===== src/rtl/hazard_ctrl_if.sv =====
// Hazard controller bundle: ID-stage operands in, tracker/stall/flush controls out.
// Latency: n/a (wiring only).
// Backpressure: n/a; stall/flush lines are the pipeline's backpressure.
interface hazard_ctrl_if #(
   parameter int unsigned REG_W = 5,
   parameter int unsigned CNT_W = 16
);
   logic [REG_W-1:0] iRs_D;
   logic [REG_W-1:0] iRt_D;
   logic             iUsesRt_D;
   logic [REG_W-1:0] iwsel_D;
   logic             iRegWrite_D;
   logic             iMemRead_D;
   logic             iBranchTaken;
   logic             iICacheStall;
   logic             iDCacheStall;
   logic [REG_W-1:0] owsel_E;
   logic             oRegWrite_E;
   logic             oMemRead_E;
   logic [REG_W-1:0] owsel_M;
   logic             oRegWrite_M;
   logic             oStall_PC;
   logic             oStall_IFID;
   logic             oStall_IDEX;
   logic             oStall_EXMEM;
   logic             oFlush_IFID;
   logic             oFlush_IDEX;
   logic [CNT_W-1:0] oStallCycles;

   // Pipeline side: drives ID-stage info and cache/branch events.
   modport master (
      output iRs_D, iRt_D, iUsesRt_D, iwsel_D, iRegWrite_D, iMemRead_D,
             iBranchTaken, iICacheStall, iDCacheStall,
      input  owsel_E, oRegWrite_E, oMemRead_E, owsel_M, oRegWrite_M,
             oStall_PC, oStall_IFID, oStall_IDEX, oStall_EXMEM,
             oFlush_IFID, oFlush_IDEX, oStallCycles
   );

   // Hazard controller side.
   modport slave (
      input  iRs_D, iRt_D, iUsesRt_D, iwsel_D, iRegWrite_D, iMemRead_D,
             iBranchTaken, iICacheStall, iDCacheStall,
      output owsel_E, oRegWrite_E, oMemRead_E, owsel_M, oRegWrite_M,
             oStall_PC, oStall_IFID, oStall_IDEX, oStall_EXMEM,
             oFlush_IFID, oFlush_IDEX, oStallCycles
   );
endinterface


===== src/rtl/hazard_ctrl.sv =====
// Tracks EX/MEM destinations, detects load-use, freezes on cache miss, applies (deferred) branch flushes.
// Latency: stall/flush combinational (0 cycles); tracker 1 cycle per stage.
// Backpressure: cache stall freezes all stages; load-use holds PC/IFID for one bubble cycle.
module hazard_ctrl #(
   parameter int unsigned REG_W = 5,
   parameter int unsigned CNT_W = 16
) (
   input  logic          clk,
   input  logic          rst_n,
   hazard_ctrl_if.slave  hz
);

   typedef enum logic [0:0] {RUN, MEM_WAIT} state_t;

   state_t           state_q;
   logic             flush_pend_q;
   logic [REG_W-1:0] wsel_e_q, wsel_m_q;
   logic             rw_e_q, mr_e_q, rw_m_q;
   logic [CNT_W-1:0] cnt_q;

   logic [REG_W-1:0] wsel_e_d;
   logic             rw_e_d, mr_e_d;
   logic             freeze, flush_eff, lu;
   logic             stall_pc, stall_ifid, stall_idex, stall_exmem;
   logic             flush_ifid, flush_idex, stall_any;

   assign freeze    = hz.iICacheStall | hz.iDCacheStall;
   assign flush_eff = hz.iBranchTaken | flush_pend_q;
   assign lu        = mr_e_q & (wsel_e_q != '0) &
                      ((wsel_e_q == hz.iRs_D) | (hz.iUsesRt_D & (wsel_e_q == hz.iRt_D)));

   // Priority: reset, cache freeze, branch flush, load-use bubble.
   always_comb begin
      stall_pc    = 1'b0;
      stall_ifid  = 1'b0;
      stall_idex  = 1'b0;
      stall_exmem = 1'b0;
      flush_ifid  = 1'b0;
      flush_idex  = 1'b0;
      if (!rst_n) begin
         flush_idex = 1'b0;
      end else if (freeze) begin
         stall_pc    = 1'b1;
         stall_ifid  = 1'b1;
         stall_idex  = 1'b1;
         stall_exmem = 1'b1;
      end else if (flush_eff) begin
         flush_ifid = 1'b1;
         flush_idex = 1'b1;
      end else if (lu) begin
         stall_pc   = 1'b1;
         stall_ifid = 1'b1;
         flush_idex = 1'b1;
      end
   end

   assign stall_any = stall_pc | stall_ifid | stall_idex | stall_exmem;

   // Next EX entry: ID instruction, or a bubble when ID/EX is flushed.
   always_comb begin
      wsel_e_d = hz.iwsel_D;
      rw_e_d   = hz.iRegWrite_D;
      mr_e_d   = hz.iMemRead_D;
      if (flush_idex) begin
         wsel_e_d = '0;
         rw_e_d   = 1'b0;
         mr_e_d   = 1'b0;
      end
   end

   // EX/MEM destination tracker; holds while the pipeline is frozen.
   always_ff @(posedge clk or negedge rst_n) begin
      if (!rst_n) begin
         wsel_e_q <= '0;
         rw_e_q   <= 1'b0;
         mr_e_q   <= 1'b0;
         wsel_m_q <= '0;
         rw_m_q   <= 1'b0;
      end else if (!freeze) begin
         wsel_m_q <= wsel_e_q;
         rw_m_q   <= rw_e_q;
         wsel_e_q <= wsel_e_d;
         rw_e_q   <= rw_e_d;
         mr_e_q   <= mr_e_d;
      end
   end

   // Freeze FSM; a branch seen while frozen is remembered and applied on the first free cycle.
   always_ff @(posedge clk or negedge rst_n) begin
      if (!rst_n) begin
         state_q      <= RUN;
         flush_pend_q <= 1'b0;
      end else begin
         case (state_q)
            RUN:      if (freeze)  state_q <= MEM_WAIT;
            MEM_WAIT: if (!freeze) state_q <= RUN;
            default:  state_q <= RUN;
         endcase
         if (freeze && hz.iBranchTaken) flush_pend_q <= 1'b1;
         else if (!freeze)              flush_pend_q <= 1'b0;
      end
   end

   // Saturating count of cycles with any stall asserted.
   always_ff @(posedge clk or negedge rst_n) begin
      if (!rst_n) begin
         cnt_q <= '0;
      end else if (stall_any && (cnt_q != {CNT_W{1'b1}})) begin
         cnt_q <= cnt_q + {{(CNT_W-1){1'b0}}, 1'b1};
      end
   end

   assign hz.owsel_E      = wsel_e_q;
   assign hz.oRegWrite_E  = rw_e_q;
   assign hz.oMemRead_E   = mr_e_q;
   assign hz.owsel_M      = wsel_m_q;
   assign hz.oRegWrite_M  = rw_m_q;
   assign hz.oStall_PC    = stall_pc;
   assign hz.oStall_IFID  = stall_ifid;
   assign hz.oStall_IDEX  = stall_idex;
   assign hz.oStall_EXMEM = stall_exmem;
   assign hz.oFlush_IFID  = flush_ifid;
   assign hz.oFlush_IDEX  = flush_idex;
   assign hz.oStallCycles = cnt_q;

endmodule


===== src/flat_wrapper.sv =====
// flat-port wrapper written by rule: the top's interface ports become plain ports
module hazard_ctrl_flat 
#(
   parameter int unsigned REG_W = 5,
   parameter int unsigned CNT_W = 16
)
  (clk, rst_n, hz_iRs_D, hz_iRt_D, hz_iUsesRt_D, hz_iwsel_D, hz_iRegWrite_D, hz_iMemRead_D, hz_iBranchTaken, hz_iICacheStall, hz_iDCacheStall, hz_owsel_E, hz_oRegWrite_E, hz_oMemRead_E, hz_owsel_M, hz_oRegWrite_M, hz_oStall_PC, hz_oStall_IFID, hz_oStall_IDEX, hz_oStall_EXMEM, hz_oFlush_IFID, hz_oFlush_IDEX, hz_oStallCycles);
  hazard_ctrl_if #(.REG_W(REG_W), .CNT_W(CNT_W)) hz_i ();
  input  logic clk;
  input  logic rst_n;
  input wire logic [$bits(hz_i.iRs_D)-1:0] hz_iRs_D;
  input wire logic [$bits(hz_i.iRt_D)-1:0] hz_iRt_D;
  input wire logic [$bits(hz_i.iUsesRt_D)-1:0] hz_iUsesRt_D;
  input wire logic [$bits(hz_i.iwsel_D)-1:0] hz_iwsel_D;
  input wire logic [$bits(hz_i.iRegWrite_D)-1:0] hz_iRegWrite_D;
  input wire logic [$bits(hz_i.iMemRead_D)-1:0] hz_iMemRead_D;
  input wire logic [$bits(hz_i.iBranchTaken)-1:0] hz_iBranchTaken;
  input wire logic [$bits(hz_i.iICacheStall)-1:0] hz_iICacheStall;
  input wire logic [$bits(hz_i.iDCacheStall)-1:0] hz_iDCacheStall;
  output wire logic [$bits(hz_i.owsel_E)-1:0] hz_owsel_E;
  output wire logic [$bits(hz_i.oRegWrite_E)-1:0] hz_oRegWrite_E;
  output wire logic [$bits(hz_i.oMemRead_E)-1:0] hz_oMemRead_E;
  output wire logic [$bits(hz_i.owsel_M)-1:0] hz_owsel_M;
  output wire logic [$bits(hz_i.oRegWrite_M)-1:0] hz_oRegWrite_M;
  output wire logic [$bits(hz_i.oStall_PC)-1:0] hz_oStall_PC;
  output wire logic [$bits(hz_i.oStall_IFID)-1:0] hz_oStall_IFID;
  output wire logic [$bits(hz_i.oStall_IDEX)-1:0] hz_oStall_IDEX;
  output wire logic [$bits(hz_i.oStall_EXMEM)-1:0] hz_oStall_EXMEM;
  output wire logic [$bits(hz_i.oFlush_IFID)-1:0] hz_oFlush_IFID;
  output wire logic [$bits(hz_i.oFlush_IDEX)-1:0] hz_oFlush_IDEX;
  output wire logic [$bits(hz_i.oStallCycles)-1:0] hz_oStallCycles;
  assign hz_i.iRs_D = hz_iRs_D;
  assign hz_i.iRt_D = hz_iRt_D;
  assign hz_i.iUsesRt_D = hz_iUsesRt_D;
  assign hz_i.iwsel_D = hz_iwsel_D;
  assign hz_i.iRegWrite_D = hz_iRegWrite_D;
  assign hz_i.iMemRead_D = hz_iMemRead_D;
  assign hz_i.iBranchTaken = hz_iBranchTaken;
  assign hz_i.iICacheStall = hz_iICacheStall;
  assign hz_i.iDCacheStall = hz_iDCacheStall;
  assign hz_owsel_E = hz_i.owsel_E;
  assign hz_oRegWrite_E = hz_i.oRegWrite_E;
  assign hz_oMemRead_E = hz_i.oMemRead_E;
  assign hz_owsel_M = hz_i.owsel_M;
  assign hz_oRegWrite_M = hz_i.oRegWrite_M;
  assign hz_oStall_PC = hz_i.oStall_PC;
  assign hz_oStall_IFID = hz_i.oStall_IFID;
  assign hz_oStall_IDEX = hz_i.oStall_IDEX;
  assign hz_oStall_EXMEM = hz_i.oStall_EXMEM;
  assign hz_oFlush_IFID = hz_i.oFlush_IFID;
  assign hz_oFlush_IDEX = hz_i.oFlush_IDEX;
  assign hz_oStallCycles = hz_i.oStallCycles;
  hazard_ctrl #(.REG_W(REG_W), .CNT_W(CNT_W)) u_core (.clk(clk), .rst_n(rst_n), .hz(hz_i));
endmodule

===== config.mk =====
export PLATFORM = sky130hd
export DESIGN_NAME = hazard_ctrl_flat
export DESIGN_NICKNAME = d
export VERILOG_FILES = /design/src/rtl/hazard_ctrl_if.sv /design/src/rtl/hazard_ctrl.sv /design/src/flat_wrapper.sv
export SDC_FILE = /design/constraint.sdc
export NUM_CORES = 1
export LEC_CHECK = 0
export ABC_AREA = 1
export BUFFER_PORTS_ARGS = -buffer_cell sky130_fd_sc_hd__clkbuf_2
export CELL_PAD_IN_SITES_DETAIL_PLACEMENT = 0
export CELL_PAD_IN_SITES_GLOBAL_PLACEMENT = 1
export CORE_UTILIZATION = 25
export CTS_BUF_LIST = sky130_fd_sc_hd__clkbuf_4 sky130_fd_sc_hd__clkbuf_8
export CTS_CLUSTER_SIZE = 30
export DETAILED_ROUTE_END_ITERATION = 16
export PLACE_DENSITY = 0.56
export SETUP_SLACK_MARGIN = 0.1
export SLEW_MARGIN = 20
export SYNTH_ARGS = -nofsm -noshare
export SYNTH_HDL_FRONTEND = slang
export SYNTH_SLANG_ARGS = --single-unit

===== constraint.sdc =====
create_clock -name clk -period 4.5 [get_ports clk]
set_clock_uncertainty 0.1 [all_clocks]
set_input_delay 0.675 -clock clk [delete_from_list [all_inputs] [get_ports clk]]
set_output_delay 0.675 -clock clk [all_outputs]
set_load 0.03 [all_outputs]

==> results of run 1 <==
[cells in the mapped netlist, drive strengths merged]
| cell | n |
|---|---|
| buf | 5 |
| clkbuf | 2 |
| clkinv | 1 |
| dfrtp | 30 |
| ha | 1 |
| inv | 30 |
| nand2 | 106 |
| nand3 | 25 |
| nand3b | 7 |
| nand4 | 3 |
| nor2 | 17 |
| nor3 | 6 |
| o21ai | 6 |
| xnor2 | 6 |
| xor2 | 9 |
[flip-flops by register name (all words and copies together) (netlist names)]
| signal | cells |
|---|---|
| u_core.flush_pend_q | 1 |
| u_core.hz.oMemRead_E | 1 |
| u_core.hz.oStallCycles | 16 |
| u_core.hz.oRegWrite_E | 1 |
| u_core.hz.oRegWrite_M | 1 |
| u_core.hz.owsel_M | 5 |
| u_core.hz.owsel_E | 5 |
[path summary, 6_finish.rpt]
path | slack, ns | startpoint | end
max | 1.45 | hz_iDCacheStall | hz_oFlush_IDEX
min | 0.24 | rst_n | u_core.hz.oStallCycles[0]
max reg2reg | 2.41 | u_core.hz.oStallCycles[0] | u_core.hz.oStallCycles[1]
min reg2reg | 0.38 | u_core.hz.oRegWrite_M | u_core.hz.oRegWrite_M
max in group asynchronous | 3.48 | rst_n | u_core.hz.owsel_E[1]
min in group clk | 0.38 | u_core.hz.oRegWrite_M | u_core.hz.oRegWrite_M
[metrics by stage]
stage          setup WS (ns)  instances
3_3_place_gp           1.487        401
2_1_floorplan          1.732        254
5_1_grt                1.285        408
6_report               1.453        408
3_5_place_dp           1.442        401
4_1_cts                1.440        408
[kinds of logic after synthesis]
| group | count (synthesis) | share of synthesized area (%) |
|---|---|---|
| flip-flops | 30 | 41.27 |
| AO/OA/AOI/OAI | 6 | 1.651 |
| XOR/XNOR | 15 | 7.222 |
| buffers and inverters | 38 | 8.803 |
| adder cells (fa/ha/maj) | 1 | 0.6876 |
| AND/OR/NAND/NOR | 164 | 40.37 |
[cell type report]
type / instances / area [um^2]
Fill cell: 804 / 4634
Sequential cell: 30 / 750.7
Tap cell: 96 / 120.1
Timing Repair Buffer: 58 / 292.8
Multi-Input combinational cell: 186 / 908.4
Inverter: 31 / 116.4
Clock buffer: 7 / 83.83
[worst reg2reg max path, stage by stage (launching register included)]
cell and delay (ns):
dfrtp_1 0.41, ha_1 0.22, nand2_1 0.10, nor3_4 0.25, nand2_2 0.12, nor2_4 0.11
nand4_4 0.26, nand2_4 0.31, nand2_1 0.08, nand2_1 0.07
[layout by cell type (no fill, tap or decap), types with 5 or more instances in the layout]
cell type	Yosys	routed
nand3_1	25	25
nand2_1	103	103
inv_1	29	29
clkbuf_8	0	5
xor2_1	9	9
nor3_1	5	5
xnor2_1	6	6
dfrtp_1	30	30
clkbuf_2	0	57
o21ai_0	6	6
nor2_1	16	16
nand3b_1	7	7
[routing by layer]
metal | wire length [um] | GRT usage [%] | vias up
met5 | 0 | 0 | -
met4 | 53 | 4.024 | 0
met3 | 247 | 3.981 | 5
met2 | 1909 | 19.18 | 37
met1 | 2511 | 19.53 | 753
li1 | - | - | 895
[power groups by stage]
stage / combinational, W / clock, W / sequential [W]
floorplan: 0.0000938 / 0 / 0.000406
global placement: 0.000228 / 0 / 0.000348
detailed placement: 0.000230 / 0 / 0.000346
CTS: 0.000231 / 0.000227 / 0.000342
global route: 0.000252 / 0.000237 / 0.000348
finish: 0.000227 / 0.000218 / 0.000341
==> flow_summary_export.csv, run 1 <==
group,metric,value,unit
status,status,"finished, final reports clean",
sta,setup_viol,0,
sta,max_slew_margin,39.09,%
floorplan,die-area,7622,um^2
finish,final_area,2272,um^2
critical_path,crit_arrival,2.27,ns
clock_tree,clock_latency,0.28,ns
pwr,power_frac_comb,28.9,%
clock_tree,clockRootBuffer,"clkbuf_8",
critical_path,path_max_fanout,13,
clock_tree,cts_made_buffers,5,
route,first_iter_violations,50,
sta,fin_hold_ws,0.2371,ns
pwr,p_leak,1.308,nW
finish,fin_util,32.90,%
critical_path,slowest_stage,"nor2_1",
place,io_buffers,57,
run,cap_violations,0,
synth,ys_ff_latch,30,
sta,tns,0,ns
clock_tree,clk_path_buf_depth,2,
route,routed_wl,4722,um
grt,grt_overflow_total,0,
floorplan,io_pins,58,
sta,fmax,0.3281,GHz
route,dr.pass1.iters,4,
synth,ys_types,23,
clock_tree,holdBufCountCts,0,
sta,hold_viol_final,0,
sta,period_needed,3.047,ns
grt,grt_pass1_vias,1630,
pwr,power.net_switching,0.0002928,W
route,drtAntennaViolNets,0,
critical_path,start_kind,"input pin",
sta,worst_pin_slew,0.9103,ns
synth,syn_avg_cell_area,7.162,um^2
critical_path,cp.depth,5,
pwr,p_sw_share,37.30,%
synth,syn_area,1819,um^2
synth,syn_nets,278,
clock_tree,h-tree-depth,2,
floorplan,coreArea,6907,um^2
place,place_area,2188,um^2
route,route.detailed.drc,0,
floorplan,rows,30,
finish,final_nets,336,
critical_path,cpLargestDelayFamily,"simple AND/OR/NAND/NOR gates",
place,dp_hpwl,3618,um
critical_path,worst-path-buf-inv,2,
pwr,p_int,0.0004922,W
clock_tree,cts_tree,"done",
route,routedWlPerCell,11.57,um
synth,postSynthCellCount,254,
floorplan,die_w,87.31,um
pwr,finalPower,0.0007850,W
finish,layout-drive-gt1-share,23.08,%
clock_tree,clock-sinks,30,
floorplan,dieHeight,87.31,um
synth,synth_top_area_cell,"dfrtp_1",
synth,synth.top_cell.area_share,41.27,%
clock_tree,postCtsSetupBuffers,0,
pwr,max-vdd-ir-drop,97.54,uV
sta,period_share,67.72,%
sta,grt_setup_unrepaired,"false",
route,vias_per_cell,4.142,
grt,antenna_found_initial,0,
clock_tree,clk_pin_slew_worst_paths,0.07,ns
critical_path,critical-path-max-stage-delay,0.69,ns
pwr,power_density,345.5,nW/um^2
critical_path,worstPathRequired,3.72,ns
critical_path,crit_type,"input pin to primary output",
critical_path,crit_top_cell,"clkbuf_2",
floorplan,start_util,26.34,%
pwr,p_clk_share,27.7,%
synth,yosysWarnings,0,
finish,diodes,0,
grt,grt_max_degree,20,
critical_path,worstPathCellList,"clkbuf_2 -> nor2_1 -> nand4_1 -> nand2_1 -> clkbuf_2",
place,gp_congestion,0.6900,
critical_path,end_kind,"primary output",
clock_tree,cts.repair.resized,0,
synth,synth_area_leaders,"dfrtp_1 (41%), nand2_1 (21%), nand3_1 (6.9%)",
synth,yosysSeqAreaShare,41.27,%
grt,grt_pass1_wl,7921,um
grt,grt_use_total,13.50,%
pwr,power_frac_seq,43.4,%
sta,slew_viol_final,0,
critical_path,rr_worst_depth,9,
hold_path,hold_path_class,"input pin to async pin",
finish,area_delta_synth_final,24.90,%
route,vias,1690,
Power figures use the tool's default switching activity.
==> run 2, diff against run 1 <==
PLACE_DENSITY = 0.59   (was 0.56)
clock period = 2.8 ns   (was 4.5 ns; I/O delays follow)
==> flow_summary_export.csv, run 2 (synthesized netlist as in run 1, its figures left out) <==
group,metric,value,unit
route,route.detailed.drc,0,
grt,grt_overflow_total,0,
critical_path,path_max_fanout,13,
route,vias,1703,
place,gp_congestion,0.7943,
critical_path,crit_type,"input pin to primary output",
sta,setup_ws,0.2553,ns
finish,layout_common_cells,"nand2_1 (103), clkbuf_2 (57), dfrtp_1 (30), inv_1 (29), nand3_1 (25)",
pwr,power.net_switching,0.0004847,W
sta,period_share,90.88,%
hold_path,hold_path_class,"input pin to flop",
run,cap_violations,0,
sta,max_slew_margin,61.01,%
floorplan,die_w,87.31,um
pwr,p_sw_share,37.40,%
clock_tree,clock_latency,0.28,ns
critical_path,worstPathCellList,"dlygate4sd3_1 -> clkbuf_2 -> inv_1 -> nor3_1 -> nand3_1 -> nand2_2 -> clkbuf_2",
route,routed_wl,4815,um
floorplan,dieHeight,87.31,um
sta,worst_pin_slew,0.5827,ns
sta,hold_viol_final,0,
critical_path,start_kind,"input pin",
sta,period_needed,2.545,ns
critical_path,crit_arrival,2.02,ns
finish,diodes,0,
route,drtAntennaViolNets,0,
sta,tns,0,ns
floorplan,coreArea,6907,um^2
route,vias_per_cell,4.123,
finish,layout-drive-gt1-share,23.97,%
clock_tree,cts_made_buffers,5,
grt,grt_max_degree,22,
place,place_ws,0.6409,ns
clock_tree,clk_pin_slew_worst_paths,0.07,ns
pwr,p_clk_share,29.4,%
clock_tree,clock-sinks,30,
pwr,p_int,0.0008115,W
grt,grt_pass1_vias,1527,
finish,area_delta_synth_final,27.30,%
finish,num-fill-cells,801,
floorplan,rows,30,
clock_tree,cts.repair.resized,0,
critical_path,worst-path-buf-inv,4,
pwr,p_leak,1.333,nW
floorplan,start_util,26.34,%
route,dr.pass1.iters,4,
route,routedWlPerCell,11.66,um
finish,final_common_cell,"nand2_1",
critical_path,slowest_stage,"dlygate4sd3_1",
finish,largest_reg_flops,16,
critical_path,end_kind,"primary output",
grt,antenna_found_initial,0,
place,dp_hpwl,3676,um
critical_path,critical-path-max-stage-delay,0.54,ns
pwr,max-vdd-ir-drop,175.1,uV
clock_tree,cts_tree,"done",
sta,fmax,0.3930,GHz
finish,final_nets,340,
route,first_iter_violations,64,
status,status,"finished, final reports clean",
grt,grt_use_total,13.60,%
clock_tree,clk_path_buf_depth,2,
sta,setup_viol,0,
critical_path,worstPathRequired,2.28,ns
place,io_buffers,57,
floorplan,io_pins,58,
sta,grt_setup_unrepaired,"false",
critical_path,crit_top_cell,"clkbuf_2",
clock_tree,h-tree-depth,2,
pwr,power_frac_seq,42.3,%
grt,grt_pass1_wl,8010,um
critical_path,cpLargestDelayFamily,"buffers and inverters",
floorplan,die-area,7622,um^2
sta,slew_viol_final,0,
clock_tree,clockRootBuffer,"clkbuf_8",
pwr,power_frac_comb,28.3,%
pwr,power_density,559.7,nW/um^2
[run 2: cell types whose count changed in the layout (fill, tap and decap cells not counted)]
cell,previous run,this run
clkbuf_4,2,1
clkinv_2,0,1
clkbuf_8,5,6
dlygate4sd3_1,0,1
buf_4,1,4
[run 2: power by group through the flow]
stage / Clock (W) / Combinational (W) / Sequential, W
3_3_place_gp: 0 / 0.000368 / 0.000558
3_5_place_dp: 0 / 0.000371 / 0.000557
4_1_cts: 0.000399 / 0.000373 / 0.000549
6_report: 0.000381 / 0.000367 / 0.000549
2_1_floorplan: 0 / 0.000151 / 0.000652
5_1_grt: 0.000414 / 0.000410 / 0.000559
[run 2: tightest hold or removal path, stage by stage]
cell and delay [ns]:
clkbuf_2 0.08, nand2_1 0.04, nand3b_1 0.09, nand2_1 0.04
[run 2: cell type report]
type	count	area, um^2	area share, %
Timing Repair Buffer	62	325.3	14.05
Clock inverter	1	5.005	0.2161
Multi-Input combinational cell	186	908.4	39.22
Tap cell	96	120.1	5.186
Inverter	31	116.4	5.024
Clock buffer	7	90.09	3.890
Sequential cell	30	750.7	32.41
[run 2: worst paths after layout]
check                                          startpoint                         end  slack (ns)  depth (start not counted)
worst min-delay path                        hz_iwsel_D[0]        u_core.hz.owsel_E[0]        0.33                          4
worst max register to register  u_core.hz.oStallCycles[0]  u_core.hz.oStallCycles[13]        0.75                          9
min in group asynchronous                           rst_n        u_core.hz.oMemRead_E        0.50                          2
worst max-delay path                                rst_n              hz_oStall_IFID        0.26                          7
max in group asynchronous                           rst_n   u_core.hz.oStallCycles[5]        1.51                          3
worst min register to register       u_core.hz.owsel_M[2]        u_core.hz.owsel_M[2]        0.39                          2
[run 2: routing by layer]
layer | up-vias | share of wire [%] | global-route usage, %
met3 | 6 | 5.2 | 3.791
li1 | 908 | - | -
met4 | 0 | 1.2 | 3.577
met5 | - | 0 | 0
met1 | 754 | 54 | 20.83
met2 | 35 | 39 | 18.32
[run 2: through the flow]
stage                     hold WS (ns)  area [um^2]   power, W  utilization (%)  std cells
after detailed placement        0.2375         2211  0.0009286            32.01        404
after CTS                       0.3241         2316   0.001321            33.53        413
final                           0.3276         2316   0.001296            33.53        413
after floorplan                0.02441         1819  0.0008028                -        254
after global placement          0.2272         2211  0.0009258            32.01        404
after global routing            0.3502         2316   0.001383            33.53        413
[run 2: what timing repair did]
item | CTS | global route
hold buffers | 1 | 0
hold endpoints to repair | 9 | 0
setup buffers | 0 | 0
==> run 3, diff against run 2 <==
CORE_UTILIZATION = 33   (was 25)
GPL_ROUTABILITY_DRIVEN = 0   (was default)
GPL_TIMING_DRIVEN = 1   (was default)
PLACE_DENSITY = 0.75   (was 0.59)
==> flow_summary_export.csv, run 3 (synthesized netlist as in run 1, its figures left out) <==
group,metric,value,unit
finish,area_delta_synth_final,24.14,%
pwr,p_leak,1.320,nW
floorplan,die-area,5814,um^2
pwr,finalPower,0.001286,W
sta,max_slew_margin,69.83,%
critical_path,crit_top_cell,"nand2_1",
sta,setup_viol,0,
place,dp_hpwl,3291,um
sta,worst_pin_slew,0.4498,ns
grt,grt_pass1_vias,1652,
sta,fmax,0.4097,GHz
critical_path,start_kind,"flop",
route,routedWlPerCell,11.48,um
critical_path,slowest_stage,"dfrtp_1",
hold_path,hold_path_class,"input pin to async pin",
route,vias_per_cell,4.461,
route,routed_wl,4409,um
floorplan,rows,26,
finish,final_area,2258,um^2
clock_tree,clock_latency,0.29,ns
grt,grt_pass1_wl,7755,um
status,status,"finished, final reports clean",
finish,final_common_cell,"nand2_1",
sta,hold_viol_final,0,
route,drtAntennaViolNets,0,
sta,tns,0,ns
run,cap_violations,0,
sta,slew_viol_final,0,
finish,layout-drive-gt1-share,23.57,%
finish,fin_util,43.39,%
critical_path,worst-path-buf-inv,2,
clock_tree,clk_pin_slew_worst_paths,0.07,ns
clock_tree,cts_made_buffers,5,
route,first_iter_violations,59,
pwr,power_density,569.6,nW/um^2
critical_path,critical-path-max-stage-delay,0.41,ns
place,place_area,2163,um^2
critical_path,end_kind,"primary output",
route,dr.pass1.iters,4,
clock_tree,cts_tree,"done",
floorplan,coreArea,5205,um^2
finish,num-fill-cells,573,
finish,layout_common_cells,"nand2_1 (103), clkbuf_2 (57), dfrtp_1 (30), inv_1 (29), nand3_1 (25)",
finish,largest_reg_flops,16,
clock_tree,cts.repair.resized,0,
place,io_buffers,57,
clock_tree,clk_path_buf_depth,2,
floorplan,io_pins,58,
floorplan,start_util,34.95,%
clock_tree,clock-sinks,30,
critical_path,path_max_fanout,19,
critical_path,cpLargestDelayFamily,"simple AND/OR/NAND/NOR gates",
grt,grt_use_total,16.99,%
sta,fin_hold_ws,0.06360,ns
critical_path,crit_arrival,1.92,ns
sta,period_share,87.16,%
grt,grt_overflow_total,0,
finish,final_nets,337,
grt,antenna_found_initial,0,
critical_path,crit_type,"flop to primary output",
critical_path,worstPathRequired,2.28,ns
critical_path,worstPathCellList,"inv_1 -> nand2_1 -> nand2_1 -> nor2_1 -> nand3_1 -> nand2_1 -> nand3_1 -> nand2_2 -> clkbuf_2",
route,vias,1713,
sta,period_needed,2.441,ns
clock_tree,postCtsSetupBuffers,0,
grt,grt_max_degree,33,
pwr,max-vdd-ir-drop,297.5,uV
floorplan,dieHeight,76.25,um
finish,diodes,0,
clock_tree,clockRootBuffer,"clkbuf_8",
clock_tree,holdBufCountCts,0,
sta,grt_setup_unrepaired,"false",
clock_tree,h-tree-depth,2,
floorplan,die_w,76.25,um
route,route.detailed.drc,0,
run 3: changes by cell type in the layout (fill, tap and decap cells not counted):
cell / delta
buf_4: -2
dlygate4sd3_1: -1
run 3: worst paths after layout:
path | slack, ns | start | to | cells past startpoint
setup reg to reg | 0.73 | u_core.hz.oStallCycles[0] | u_core.hz.oStallCycles[7] | 9
hold / removal | 0.06 | rst_n | u_core.hz.oStallCycles[9] | 2
setup / recovery | 0.36 | u_core.hz.owsel_E[1] | hz_oStall_PC | 9
min in group clk | 0.31 | hz_iBranchTaken | u_core.flush_pend_q | 3
hold reg to reg | 0.38 | u_core.hz.oRegWrite_M | u_core.hz.oRegWrite_M | 2
max in group asynchronous | 2.23 | rst_n | u_core.hz.owsel_M[0] | 2
run 3: final cells by class:
| cell class | count | area [um^2] | share of cell area [%] |
|---|---|---|---|
| clock buffer | 7 | 90.09 | 3.989 |
| clock inverter | 1 | 5.005 | 0.2216 |
| inverter | 31 | 116.4 | 5.152 |
| multi-input combinational | 186 | 908.4 | 40.22 |
| sequential | 30 | 750.7 | 33.24 |
| tap | 70 | 87.58 | 3.878 |
| timing repair buffer | 59 | 300.3 | 13.30 |
run 3: power breakdown:
part           switching, W  internal [W]
logic              0.000249      0.000114
clock network      0.000169      0.000208
registers         0.0000601      0.000488
total              0.000477      0.000809
run 3: through the flow:
step | worst slack (ns) | cells
finish | 0.3594 | 384
detailed placement | 0.6362 | 376
global placement | 0.6319 | 376
floorplan | 0.5424 | 254
CTS | 0.3343 | 384
global route | 0.1663 | 384
run 3: metal layers:
layer,vias up,wire length (um),track usage [%]
met3,8,175,3.713
met2,37,1817,24.32
met4,0,95,8.077
li1,903,-,-
met5,-,0,0
met1,765,2319,24.15
